## src/rtl/vga_frame_streamer.sv

```systemverilog
// Avalon-MM burst read master that streams a framebuffer from SDRAM into the VGA
// clock-crossing FIFO, with space-checked bursts, double buffering and error flags.
module vga_frame_streamer #(
    parameter int                DATA_W     = 16,
    parameter int                ADDR_W     = 32,
    parameter int                USED_W     = 9,
    parameter int                FIFO_DEPTH = 512,
    parameter int                BURST_LEN  = 8,
    parameter int                H_RES      = 640,
    parameter int                V_RES      = 480,
    parameter logic [ADDR_W-1:0] FB0_BASE   = '0,
    parameter logic [ADDR_W-1:0] FB1_BASE   = ADDR_W'(32'h96000),
    localparam int               BC_W       = $clog2(BURST_LEN) + 1
) (
    input  logic              clk_clk,
    input  logic              reset_reset,
    input  logic              enable,
    input  logic              pll_locked,
    input  logic              buf_sel,
    output logic [ADDR_W-1:0] avm_address,
    output logic              avm_read,
    output logic [BC_W-1:0]   avm_burstcount,
    input  logic              avm_waitrequest,
    input  logic [DATA_W-1:0] avm_readdata,
    input  logic              avm_readdatavalid,
    input  logic              fifo_full,
    input  logic [USED_W-1:0] fifo_used,
    input  logic              fifo_empty,
    output logic              fifo_wr_en,
    output logic [DATA_W-1:0] fifo_data,
    output logic              cur_buf,
    output logic              frame_start,
    output logic              frame_done,
    output logic              overflow_err,
    output logic              underrun_err
);

    localparam int TOTAL = H_RES * V_RES;
    localparam int REM_W = $clog2(TOTAL + 1);
    localparam int BYTES = DATA_W / 8;

    typedef enum logic [2:0] {S_IDLE, S_CHECK, S_REQ, S_RECV, S_SETTLE} state_t;

    state_t            r_state;
    logic [ADDR_W-1:0] r_addr;
    logic [REM_W-1:0]  r_remain;
    logic [BC_W-1:0]   r_beats;
    logic [BC_W-1:0]   r_beat_cnt;
    logic              r_armed;

    logic [BC_W-1:0]   w_beats;
    logic [31:0]       w_space;
    logic              w_go;
    logic [ADDR_W-1:0] w_base;

    // A burst is only issued when the whole of it is guaranteed to fit in the FIFO.
    always_comb begin
        w_beats = (32'(r_remain) >= 32'(BURST_LEN)) ? BC_W'(BURST_LEN) : BC_W'(r_remain);
        w_space = 32'(FIFO_DEPTH) - 32'(fifo_used);
        w_go    = (w_space >= 32'(w_beats)) && !fifo_full;
        w_base  = buf_sel ? FB1_BASE : FB0_BASE;
    end

    always_ff @(posedge clk_clk) begin
        if (reset_reset) begin
            r_state        <= S_IDLE;
            r_addr         <= '0;
            r_remain       <= '0;
            r_beats        <= '0;
            r_beat_cnt     <= '0;
            r_armed        <= 1'b0;
            avm_address    <= '0;
            avm_read       <= 1'b0;
            avm_burstcount <= '0;
            fifo_wr_en     <= 1'b0;
            fifo_data      <= '0;
            cur_buf        <= 1'b0;
            frame_start    <= 1'b0;
            frame_done     <= 1'b0;
            overflow_err   <= 1'b0;
            underrun_err   <= 1'b0;
        end else begin
            fifo_wr_en  <= 1'b0;
            frame_start <= 1'b0;
            frame_done  <= 1'b0;

            if (fifo_wr_en && fifo_full)
                overflow_err <= 1'b1;
            if (r_armed && fifo_empty && r_state != S_IDLE)
                underrun_err <= 1'b1;

            case (r_state)
                S_IDLE: begin
                    if (enable && pll_locked) begin
                        cur_buf  <= buf_sel;
                        r_addr   <= w_base;
                        r_remain <= REM_W'(TOTAL);
                        r_state  <= S_CHECK;
                    end
                end
                S_CHECK: begin
                    if (!enable || !pll_locked) begin
                        r_state <= S_IDLE;
                    end else if (w_go) begin
                        avm_read       <= 1'b1;
                        avm_address    <= r_addr;
                        avm_burstcount <= w_beats;
                        r_beats        <= w_beats;
                        frame_start    <= (r_remain == REM_W'(TOTAL));
                        r_state        <= S_REQ;
                    end
                end
                S_REQ: begin
                    if (!avm_waitrequest) begin
                        avm_read   <= 1'b0;
                        r_beat_cnt <= '0;
                        r_state    <= S_RECV;
                    end
                end
                S_RECV: begin
                    if (avm_readdatavalid) begin
                        fifo_data  <= avm_readdata;
                        fifo_wr_en <= 1'b1;
                        r_beat_cnt <= r_beat_cnt + BC_W'(1);
                        if (r_beat_cnt == r_beats - BC_W'(1)) begin
                            r_addr   <= r_addr + ADDR_W'(r_beats) * ADDR_W'(BYTES);
                            r_remain <= r_remain - REM_W'(r_beats);
                            r_state  <= S_SETTLE;
                        end
                    end
                end
                S_SETTLE: begin
                    // Buffer swap is only taken at a frame boundary.
                    if (r_remain == '0) begin
                        frame_done <= 1'b1;
                        r_armed    <= 1'b1;
                        r_addr     <= w_base;
                        r_remain   <= REM_W'(TOTAL);
                        cur_buf    <= buf_sel;
                    end
                    r_state <= S_CHECK;
                end
                default: r_state <= S_IDLE;
            endcase
        end
    end

endmodule

```

## config.mk

```make
export PLATFORM = sky130hd
export DESIGN_NAME = vga_frame_streamer
export DESIGN_NICKNAME = d
export VERILOG_FILES = /design/src/rtl/vga_frame_streamer.sv
export SDC_FILE = /design/constraint.sdc
export NUM_CORES = 1
export LEC_CHECK = 0
export ABC_AREA = 1
export BUFFER_PORTS_ARGS = -buffer_cell sky130_fd_sc_hd__buf_2
export CAP_MARGIN = 5
export CORE_MARGIN = 2
export CORE_UTILIZATION = 38
export DETAILED_ROUTE_END_ITERATION = 6
export GPL_TIMING_DRIVEN = 0
export PLACE_DENSITY = 0.61
export SETUP_SLACK_MARGIN = 0.3
export SLEW_MARGIN = 20
export SYNTH_ARGS = -nofsm -noshare
export SYNTH_HDL_FRONTEND = slang
export SYNTH_SLANG_ARGS = --single-unit
export TNS_END_PERCENT = 20
```

## constraint.sdc

```tcl
create_clock -name clk_clk -period 2.9 [get_ports clk_clk]
set_input_delay 0.58 -clock clk_clk [delete_from_list [all_inputs] [get_ports clk_clk]]
set_output_delay 0.58 -clock clk_clk [all_outputs]
set_load 0.02 [all_outputs]
```

==> run metrics, run 1 <==
Syn Inst Count=1046; Synth top area share=35.8%; leakage=3.57 nW; unrepaired setup endpoints after global routing=true; P_sw=0.00238 W; TritonCTS clock tree=yes; area share of fa/ha/maj cells after synthesis=3.51%; via count=6973; synth unique cells=36; critical path's top delay family=simple AND/OR/NAND/NOR gates; GRT Resource Usage Total=23.2%; clock group share of total power=34.3%; NumNets Final=1222; worst slack, placed=-0.0867 ns; clock slew at reported path FFs=0.06 ns; Comb power frac=35.5%; largest net degree at the start of global routing=17; critical-path cell list=nor2_4, nand2_2, nor4_2, nand2_1, inv_2, nand2_2, ha_1, nand2_1, nand2_1, nand2_1, nand2_1, nand2_1, nand2_2, nand3_4, clkbuf_16, buf_4, nand2_1, nand2_1, a21oi_1; Setup crit start kind=flip-flop; row cnt=47; DRT Pass-1 Iters=6; die height=135 um; Hold Crit Class=in -> reg; post-synthesis area per instance=6.20 sq um; DP Area=0.00722 sq mm; share of cells above drive strength 1=17.7%; Reg2Reg Setup Slack=0.35 ns; post-route cell area=0.00823 sq mm; Mapped Nets=1097; # fillers=1751; Detailed Place HPWL=15.1 mm; setup TNS=0 ns; total power=0.00621 W; CTS H-tree lvls=4; Synth Area in Simple Gates=41.7%; CP dominant cell by count=nand2_1; CTS Hold Bufs=0; Synth Register Bits=116; sequential share of power=30.2%; DRC Markers=0; antenna violations before repair=0; GPL Wtd Cong=0.927; main combinational cell family by area after synthesis=simple AND/OR/NAND/NOR gates; Register Area=0.00234 sq mm; number of inserted diodes=0; post-synthesis compound-gate area fraction=8.79%; Crit. End Element=flip-flop; Required @ worst endpoint=3.25 ns; switch share=38.4%; Post-synth EDFFs=0; first-pass GRT wire length=32.7 mm; Synth area leader=dfxtp_1; post-synthesis mux area share=0%; synth top area cells=dfxtp_1, nand2_1, nor2_1, a21oi_1, nand3_1; Setup WS post-layout=0.351 ns; root buffer cell=clkbuf_16; I/O Pins=93; Post-Synth XOR/XNOR Area=2.29%; P&R area growth vs syn=26.9%; Initial Util=39.0%; per-cell routed wire length=15.0 um; Least-Margin Pin Slew=0.717 ns; maximum clock path buffer count=2; area occupied by multi-input gates=0.00379 sq mm; PortBufs=90; Pwr per Cell Area=754 mW/mm^2; initial drt markers=645; worst hold slack=0.389 ns; CP arrival=2.90 ns; top_reg_cell synth=dfxtp_1; CTS Buf Count=17; Die X=135 um; Rel. slew slack=52.2%; final wirelength=21.0 mm; Die Area=0.0181 sq mm; Fmax=0.392 GHz; Seq/Total Area, Yosys=35.8%; internal power=0.00383 W; min Tclk post-route=2.55 ns; Fin. Hold Viols=0; FFs w/ async S/R, synth=0%; CP max FO=5; slowest CP cell=dfxtp_2; Clock Skew=0.0121 ns; vias in the first global route=6282; Tcrit/Tclk final=87.9%; clk sink count=116; Synth Warn #=0; WP buf/inv=3; worst skew pair latency=0.42 ns; synthesized area=0.00649 sq mm; max-cap violation count=0; status=finished, final reports clean; core area=0.0166 sq mm; GRT overflow=0; Critical Path Max Stage Delay=0.35 ns; final-report setup violation count=0; fin. max-slew vios=0; VDD IR max=0.000444 V; vias per cell=4.97; critical path type=reg -> reg; Routed Antenna Nets=0
-- registers in the layout, indices dropped and copies added (netlist names), 3 cells and up --
signal,count
r_beats,4
r_beat_cnt,4
r_state,3
r_addr,31
r_remain,19
avm_address,31
fifo_data,16
-- tightest hold or removal path, cell delays in order --
cell and delay, ns:
buf_2 0.07, nor2_1 0.04, nor2_1 0.08
-- layout by cell type, fill, tap and decap left out, drive strengths merged --
cell        n
a21oi      79
and2        1
buf       122
bufinv      2
clkbuf     45
clkinv      5
clkinvlp    3
conb        1
dfxtp     116
fa          2
ha         15
inv        82
nand2     352
nand3      69
nand3b      3
nand4      11
nor2      212
nor3        4
nor3b       4
nor4        2
o21ai      32
o21bai      2
or2         3
xnor2      10
xor2        7
-- metal layers --
layer | GRT usage [%] | part of all wire, % | up-vias
met2 | 36.9 | 46 | 239
li1 | - | - | 3545
met4 | 7.54 | 1.9 | 0
met5 | 0 | 0 | -
met3 | 4.20 | 6.5 | 36
met1 | 31.7 | 46 | 3153
-- worst paths after layout --
path	endpoint	cells after the start	startpoint
setup / recovery	r_beats[1]	19	r_remain[7]
setup reg to reg	r_beats[1]	19	r_remain[7]
hold / removal	fifo_data[3]	3	avm_readdata[3]
hold reg to reg	avm_address[7]	2	avm_address[7]
-- synth_stat cells, types with 2 or more instances --
library cell,count
nor3_1,4
nand4_1,11
xnor2_1,10
o21bai_1,2
buf_1,2
buf_2,11
nor2_1,206
buf_6,5
o21ai_1,5
nor2_2,4
a21oi_1,79
ha_1,15
nor3b_1,3
nand3b_1,3
clkinv_1,2
nor4_1,2
inv_1,81
nand2_1,350
or2_2,3
nand3_1,67
fa_1,2
dfxtp_1,116
xor2_1,7
clkbuf_1,18
o21ai_0,27
-- power by group through the flow --
stage	registers [W]	clock network, W	logic [W]
floorplan	0.00190	0	0.00141
global placement	0.00189	0	0.00204
detailed placement	0.00189	0	0.00206
CTS	0.00186	0.00215	0.00211
global route	0.00189	0.00223	0.00243
finish	0.00188	0.00213	0.00220
-- repair_timing --
| action | in CTS | in global routing |
|---|---|---|
| setup buffers | 9 | 3 |
| pin swaps | 5 | 25 |
| endpoints found under the setup margin | 36 | 41 |
| gates resized for setup | 23 | 51 |
| cloned | 0 | 4 |
-- metrics by stage --
stage / cells / util, %
6_report: 1404 / 49.5
5_1_grt: 1404 / 49.5
4_1_cts: 1397 / 47.7
3_5_place_dp: 1356 / 43.4
3_3_place_gp: 1356 / 43.4
2_1_floorplan: 1046 / -
-- cell families after synthesis --
logic type               after synthesis
other                                  1
flip-flops                           116
buffers and inverters                121
AND/OR/NAND/NOR                      661
adder cells (fa/ha/maj)               17
AO/OA/AOI/OAI                        113
XOR/XNOR                              17
-- area by class of cell --
class | count | share of cell area, %
inverters | 84 | 3.89
flip-flops and latches | 116 | 28.4
repair buffers | 106 | 7.83
plain buffers | 37 | 3.27
well taps | 220 | 3.34
clock buffers | 24 | 6.09
multi-input cells | 809 | 46.0
clock inverters | 8 | 1.19
(Power assumes the default switching activity.)
==> inputs of run 2 (changes only) <==
==> constraint.sdc (replaced) <==
create_clock -name clk_clk -period 2.65 [get_ports clk_clk]
set_input_delay 0.53 -clock clk_clk [delete_from_list [all_inputs] [get_ports clk_clk]]
set_output_delay 0.53 -clock clk_clk [all_outputs]
set_load 0.02 [all_outputs]
==> run 2 against run 1 <==
Utilization increased by 1.7 points. Hold slack got worse by 0.058 ns. Via count is 0.96% higher.
==> run metrics, run 2 (same netlist as run 1, synthesis figures left out) <==
vias per cell=4.95 (was 4.97); Crit. End Element=flip-flop (unchanged); Final Non-Filler Cells=1421 (was 1404); initial drt markers=578 (was 645); CP max FO=5 (unchanged); most common cell after layout, fill and taps aside=nand2_1 (unchanged); fin util=51.2% (was 49.5%); share of cells above drive strength 1=21.1% (was 17.7%); top flop regs=avm_address: 31 flops, r_addr: 31 flops, r_remain: 19 flops (unchanged); CTS H-tree lvls=4 (unchanged); CTS Buf Count=17 (unchanged); top layer in use=met4 (unchanged); Required @ worst endpoint=2.92 ns (was 3.25 ns); Hold Crit Class=in -> reg (unchanged); GPL Wtd Cong=0.945 (was 0.927); Clock Skew=0.00683 ns (was 0.0121 ns); NumNets Final=1239 (was 1222); clk sink count=116 (unchanged); DRC Markers=0 (unchanged); final wirelength=21.4 mm (was 21.0 mm); Setup crit start kind=flip-flop (unchanged); Critical Path Max Stage Delay=0.35 ns (about the same); I/O Pins=93 (unchanged); number of inserted diodes=0 (unchanged); Tcrit/Tclk final=95.0% (was 87.9%); maximum clock path buffer count=2 (unchanged); worst setup path end=avm_address[2] (was r_beats[1]); met3 wire length=1.38 mm (was 1.36 mm); vias in the first global route=6557 (was 6282); first-pass GRT wire length=33.9 mm (was 32.7 mm); Die X=135 um (unchanged); via count=7040 (was 6973); GRT overflow=0 (unchanged); M1 wire length=9.74 mm (was 9.69 mm); Rel. slew slack=44.9% (was 52.2%); Critical path origin=r_remain[6] (was r_remain[7]); core area=0.0166 sq mm (unchanged); worst r2r src=r_remain[6] (was r_remain[7]); Die Area=0.0181 sq mm (unchanged); clock slew at reported path FFs=0.06 ns (about the same); worst hold slack=0.331 ns (was 0.389 ns); die height=135 um (unchanged); Initial Util=39.0% (unchanged); PortBufs=90 (unchanged); most frequent cells in the layout=nand2_1, nor2_1, dfxtp_1, buf_2, inv_1 (unchanged); Least-Margin Pin Slew=0.827 ns (was 0.717 ns); per-cell routed wire length=15.1 um (was 15.0 um); GRT Resource Usage Total=24.2% (was 23.2%); Fin. Hold Viols=0 (unchanged); worst reg2reg endpoint=avm_address[2] (was r_beats[1]); Worst R2R Path Depth=19 (unchanged); TritonCTS clock tree=yes (unchanged); DRT Pass-1 Iters=5 (was 6); Routed Antenna Nets=0 (unchanged); unrepaired setup endpoints after global routing=true (unchanged); critical path type=reg -> reg (unchanged); CTS Hold Bufs=0 (unchanged); # fillers=1714 (was 1751); min Tclk post-route=2.52 ns (was 2.55 ns); P&R area growth vs syn=31.2% (was 26.9%); fin. max-slew vios=0 (unchanged); leakage=3.71 nW (was 3.57 nW); row cnt=47 (unchanged); CP dominant cell by count=nand2_1 (unchanged); antenna violations before repair=0 (unchanged); worst skew pair latency=0.42 ns (about the same); WL met2=9.77 mm (was 9.58 mm); final-report setup violation count=0 (unchanged); Pwr per Cell Area=795 mW/mm^2 (was 754 mW/mm^2); CP arrival=2.79 ns (was 2.90 ns); max-cap violation count=0 (unchanged); VDD IR max=0.000540 V (was 0.000444 V); Fmax=0.397 GHz (was 0.392 GHz); Detailed Place HPWL=15.0 mm (was 15.1 mm); root buffer cell=clkbuf_16 (unchanged); DP Cell Count=1356 (unchanged); Reg2Reg Setup Slack=0.13 ns (was 0.35 ns); largest net degree at the start of global routing=17 (unchanged); slowest CP cell=dfxtp_2 (unchanged); status=finished, final reports clean (unchanged); critical-path cell list=inv_2, nand2_2, nor4_2, nand2_1, inv_2, nand2_4, ha_4, nand2_1, nand2_1, nand2_1, nand2_1, nand2_1, nand2_2, nand3_4, buf_8, buf_12, clkbuf_16, nand2_1, a21oi_2 (was nor2_4, nand2_2, nor4_2, nand2_1, inv_2, nand2_2, ha_1, nand2_1, nand2_1, nand2_1, nand2_1, nand2_1, nand2_2, nand3_4, clkbuf_16, buf_4, nand2_1, nand2_1, a21oi_1)
## run 2: cell count changes in the layout (fill, tap and decap cells not counted), moves of 3 or more
cell | before | now
nand2_1 | 338 | 330
nand2_4 | 1 | 5
buf_8 | 3 | 7
dfxtp_4 | 3 | 7
dfxtp_1 | 108 | 105
a21oi_1 | 71 | 63
buf_6 | 8 | 5
a21oi_2 | 8 | 16
nand2_2 | 13 | 17
inv_1 | 78 | 74
buf_4 | 12 | 26
inv_2 | 4 | 8
## run 2: metrics by stage
step | setup TNS (ns) | setup slack, ns | power, W | instance area (sq um)
5_1_grt | -0.0224 | -0.0224 | 0.00714 | 8510
6_report | 0 | 0.133 | 0.00676 | 8510
3_3_place_gp | -8.45 | -0.289 | 0.00431 | 7220
2_1_floorplan | 0 | 0.389 | 0.00362 | 6490
3_5_place_dp | -8.26 | -0.287 | 0.00431 | 7220
4_1_cts | 0 | 0.139 | 0.00673 | 8300
## run 2: critical path, delay by kind of cell, from the launching register on
family | cells | cell delay [ns]
buffers and inverters | 5 | 0.65
DFF | 1 | 0.35
AOI/OAI and AO/OA | 1 | 0.06
adders and majority gates | 1 | 0.26
and+or+nand+nor | 12 | 1.05
## run 2: final cells by class
class                           instances  area [sq um]  share of cell area [%]
Timing Repair Buffer                  123           836                    9.82
Clock inverter                         11           101                    1.19
Clock buffer                           21           480                    5.64
Buffer                                 37           267                    3.13
Tap cell                              220           275                    3.23
Multi-Input combinational cell        809          3870                    45.4
Inverter                               84           332                    3.89
Sequential cell                       116          2350                    27.6
## run 2: routing by layer
layer / vias to the layer above / track usage [%]
met4: 0 / 9.65
met2: 225 / 39.1
met1: 3200 / 31.7
li1: 3571 / -
met3: 44 / 4.84
met5: - / 0
## run 2: how the worst min path moves through the flow
stage | to | from | cells after the start
2_1_floorplan | r_armed | r_armed | 2
3_3_place_gp | overflow_err | overflow_err | 2
3_5_place_dp | r_armed | r_armed | 2
4_1_cts | fifo_data[1] | avm_readdata[1] | 3
5_1_grt | fifo_data[1] | avm_readdata[1] | 3
6_report | fifo_data[1] | avm_readdata[1] | 3
## run 2: what timing repair did
item,in CTS,in global routing
setup endpoints to repair,46,89
resized for setup,66,42
cloned,3,2
setup buffers,24,4
pin swaps,10,16
## run 2: power by group
| group | switching [W] | internal (W) |
|---|---|---|
| Clock | 0.000870 | 0.00139 |
| Combinational | 0.00162 | 0.000831 |
| Sequential | 0.000171 | 0.00188 |
| Total | 0.00266 | 0.00410 |
==> inputs of run 3 (changes only) <==
--- a/config.mk
+++ b/config.mk
@@ -8,6 +8,7 @@
 export ABC_AREA = 1
 export BUFFER_PORTS_ARGS = -buffer_cell sky130_fd_sc_hd__buf_2
 export CAP_MARGIN = 5
+export CORE_ASPECT_RATIO = 0.9
 export CORE_MARGIN = 2
 export CORE_UTILIZATION = 38
 export DETAILED_ROUTE_END_ITERATION = 6
==> run 3 against run 2 <==
Sequential cell count did not move. Utilization down 1.5 points. Critical path depth grew 3. Clock skew is 0.010 ns higher. Die area barely moved. Hold slack better by 0.0054 ns. Final cell count fell by 1.4%. Critical endpoint is now avm_address[26]. Largest power group unchanged.
==> run metrics, run 3 (same netlist as run 1, synthesis figures left out) <==
status=finished, final reports clean (unchanged); worst r2r src=r_remain[12] (was r_remain[6]); TritonCTS clock tree=yes (unchanged); DP Cell Count=1347 (was 1356); Critical Path Max Stage Delay=0.36 ns (was 0.35 ns); Hold Crit Class=in -> reg (unchanged); first-pass GRT wire length=33.0 mm (was 33.9 mm); worst reg2reg endpoint=avm_address[26] (was avm_address[2]); VDD IR max=0.000629 V (was 0.000540 V); GRT overflow=0 (unchanged); NumNets Final=1228 (was 1239); final wirelength=20.9 mm (was 21.4 mm); via count=7012 (was 7040); top flop regs=avm_address: 31 flops, r_addr: 31 flops, r_remain: 19 flops (unchanged); share of cells above drive strength 1=19.7% (was 21.1%); CTS H-tree lvls=4 (unchanged); Critical path origin=r_remain[12] (was r_remain[6]); Die X=142 um (was 135 um); DRT Pass-1 Iters=5 (unchanged); Fin. Hold Viols=0 (unchanged); fin util=49.6% (was 51.2%); GRT Resource Usage Total=23.4% (was 24.2%); I/O Pins=93 (unchanged); Pwr per Cell Area=807 mW/mm^2 (was 795 mW/mm^2); max-cap violation count=0 (unchanged); fin. max-slew vios=0 (unchanged); leakage=3.61 nW (was 3.71 nW); worst skew pair latency=0.43 ns (was 0.42 ns); CP max FO=6 (was 5); Fmax=0.386 GHz (was 0.397 GHz); largest net degree at the start of global routing=17 (unchanged); DRC Markers=0 (unchanged); Reg2Reg Setup Slack=0.06 ns (was 0.13 ns); Required @ worst endpoint=3.01 ns (was 2.92 ns); number of inserted diodes=0 (unchanged); row cnt=45 (was 47); Initial Util=38.7% (was 39.0%); worst hold slack=0.337 ns (was 0.331 ns); critical path type=reg -> reg (unchanged); vias per cell=5.00 (was 4.95); per-cell routed wire length=14.9 um (was 15.1 um); die height=128 um (was 135 um); # fillers=1721 (was 1714); clock slew at reported path FFs=0.06 ns (about the same); critical-path cell list=nor2_4, nand2_2, nor4_2, nand2_2, inv_4, nand2_2, inv_2, ha_4, inv_2, nand2_1, nand2_1, nand2_1, nand2_1, nand2_1, nand2_1, nand2_2, nand3_4, buf_8, buf_12, clkbuf_16, nand2_1, a21oi_1 (was inv_2, nand2_2, nor4_2, nand2_1, inv_2, nand2_4, ha_4, nand2_1, nand2_1, nand2_1, nand2_1, nand2_1, nand2_2, nand3_4, buf_8, buf_12, clkbuf_16, nand2_1, a21oi_2); CP dominant cell by count=nand2_1 (unchanged); Rel. slew slack=50.4% (was 44.9%); Worst R2R Path Depth=22 (was 19); core area=0.0168 sq mm (was 0.0166 sq mm); Crit. End Element=flip-flop (unchanged); maximum clock path buffer count=2 (unchanged); critical path's top delay family=simple AND/OR/NAND/NOR gates (unchanged); P&R area growth vs syn=28.3% (was 31.2%); Setup crit start kind=flip-flop (unchanged); Die Area=0.0181 sq mm (about the same); Setup WS post-layout=0.0585 ns (was 0.133 ns); min Tclk post-route=2.59 ns (was 2.52 ns); total power=0.00672 W (was 0.00676 W); unrepaired setup endpoints after global routing=true (unchanged); clk sink count=116 (unchanged); most frequent cells in the layout=nand2_1, nor2_1, dfxtp_1, buf_2, inv_1 (unchanged); Detailed Place HPWL=15.0 mm (about the same); CP arrival=2.95 ns (was 2.79 ns); CTS Buf Count=17 (unchanged); Final Non-Filler Cells=1401 (was 1421); root buffer cell=clkbuf_16 (unchanged); Clock Skew=0.0169 ns (was 0.00683 ns); critical path depth=22 (was 19); slowest CP cell=dfxtp_2 (unchanged); Routed Antenna Nets=0 (unchanged); antenna violations before repair=0 (unchanged); PortBufs=90 (unchanged); worst setup path end=avm_address[26] (was avm_address[2]); final-report setup violation count=0 (unchanged); most common cell after layout, fill and taps aside=nand2_1 (unchanged); vias in the first global route=6192 (was 6557); Least-Margin Pin Slew=0.745 ns (was 0.827 ns); Tcrit/Tclk final=97.8% (was 95.0%); initial drt markers=562 (was 578); GPL Wtd Cong=0.974 (was 0.945); WP buf/inv=6 (was 5); worst slack, placed=-0.242 ns (was -0.287 ns)
[run 3: stage by stage]
stage | area (sq um) | setup TNS, ns
6_report | 8320 | 0
5_1_grt | 8320 | -1.46
4_1_cts | 8140 | 0
3_5_place_dp | 7210 | -6.09
2_1_floorplan | 6490 | 0
3_3_place_gp | 7210 | -7.02
[run 3: worst min-delay path by stage]
stage,from,end,cells past startpoint
finish,avm_readdata[8],fifo_data[8],3
CTS,avm_readdata[7],fifo_data[7],3
global route,avm_readdata[5],fifo_data[5],3
floorplan,r_armed,r_armed,2
global placement,underrun_err,underrun_err,2
detailed placement,r_armed,r_armed,2
[run 3: report_power, final]
group          switching [W]  total [W]  internal, W  leakage, nW
logic                0.00164    0.00249     0.000845         2.39
clock network       0.000847    0.00218      0.00133        0.268
registers           0.000173    0.00205      0.00188        0.945
total                0.00266    0.00672      0.00406         3.61
[run 3: area by class of cell]
class / count / area, sq um / share of cell area [%]
tap: 211 / 264 / 3.17
inverter: 84 / 323 / 3.88
sequential: 116 / 2350 / 28.2
multi-input combinational: 809 / 3870 / 46.4
clock inverter: 12 / 106 / 1.28
clock buffer: 20 / 457 / 5.49
timing repair buffer: 112 / 703 / 8.45
buffer: 37 / 258 / 3.10
[run 3: worst min-delay path: stages]
cell	delay, ns
buf_2	0.07
nor2_1	0.03
nor2_1	0.08
[run 3: metal layers]
metal	up-vias	share of wire [%]	GRT usage (%)
li1	3569	-	-
met1	3202	49	33.8
met2	222	43	35.5
met3	19	6.9	4.48
met4	0	1.6	7.18
met5	-	0	0
[run 3: repair_timing]
item | CTS | global route
hold buffers | 0 | 0
resized for setup | 57 | 41
setup buffers | 18 | 0
pin swaps | 13 | 29
endpoints found under the hold margin | 0 | 0
gates cloned | 2 | 2
endpoints found under the setup margin | 45 | 88
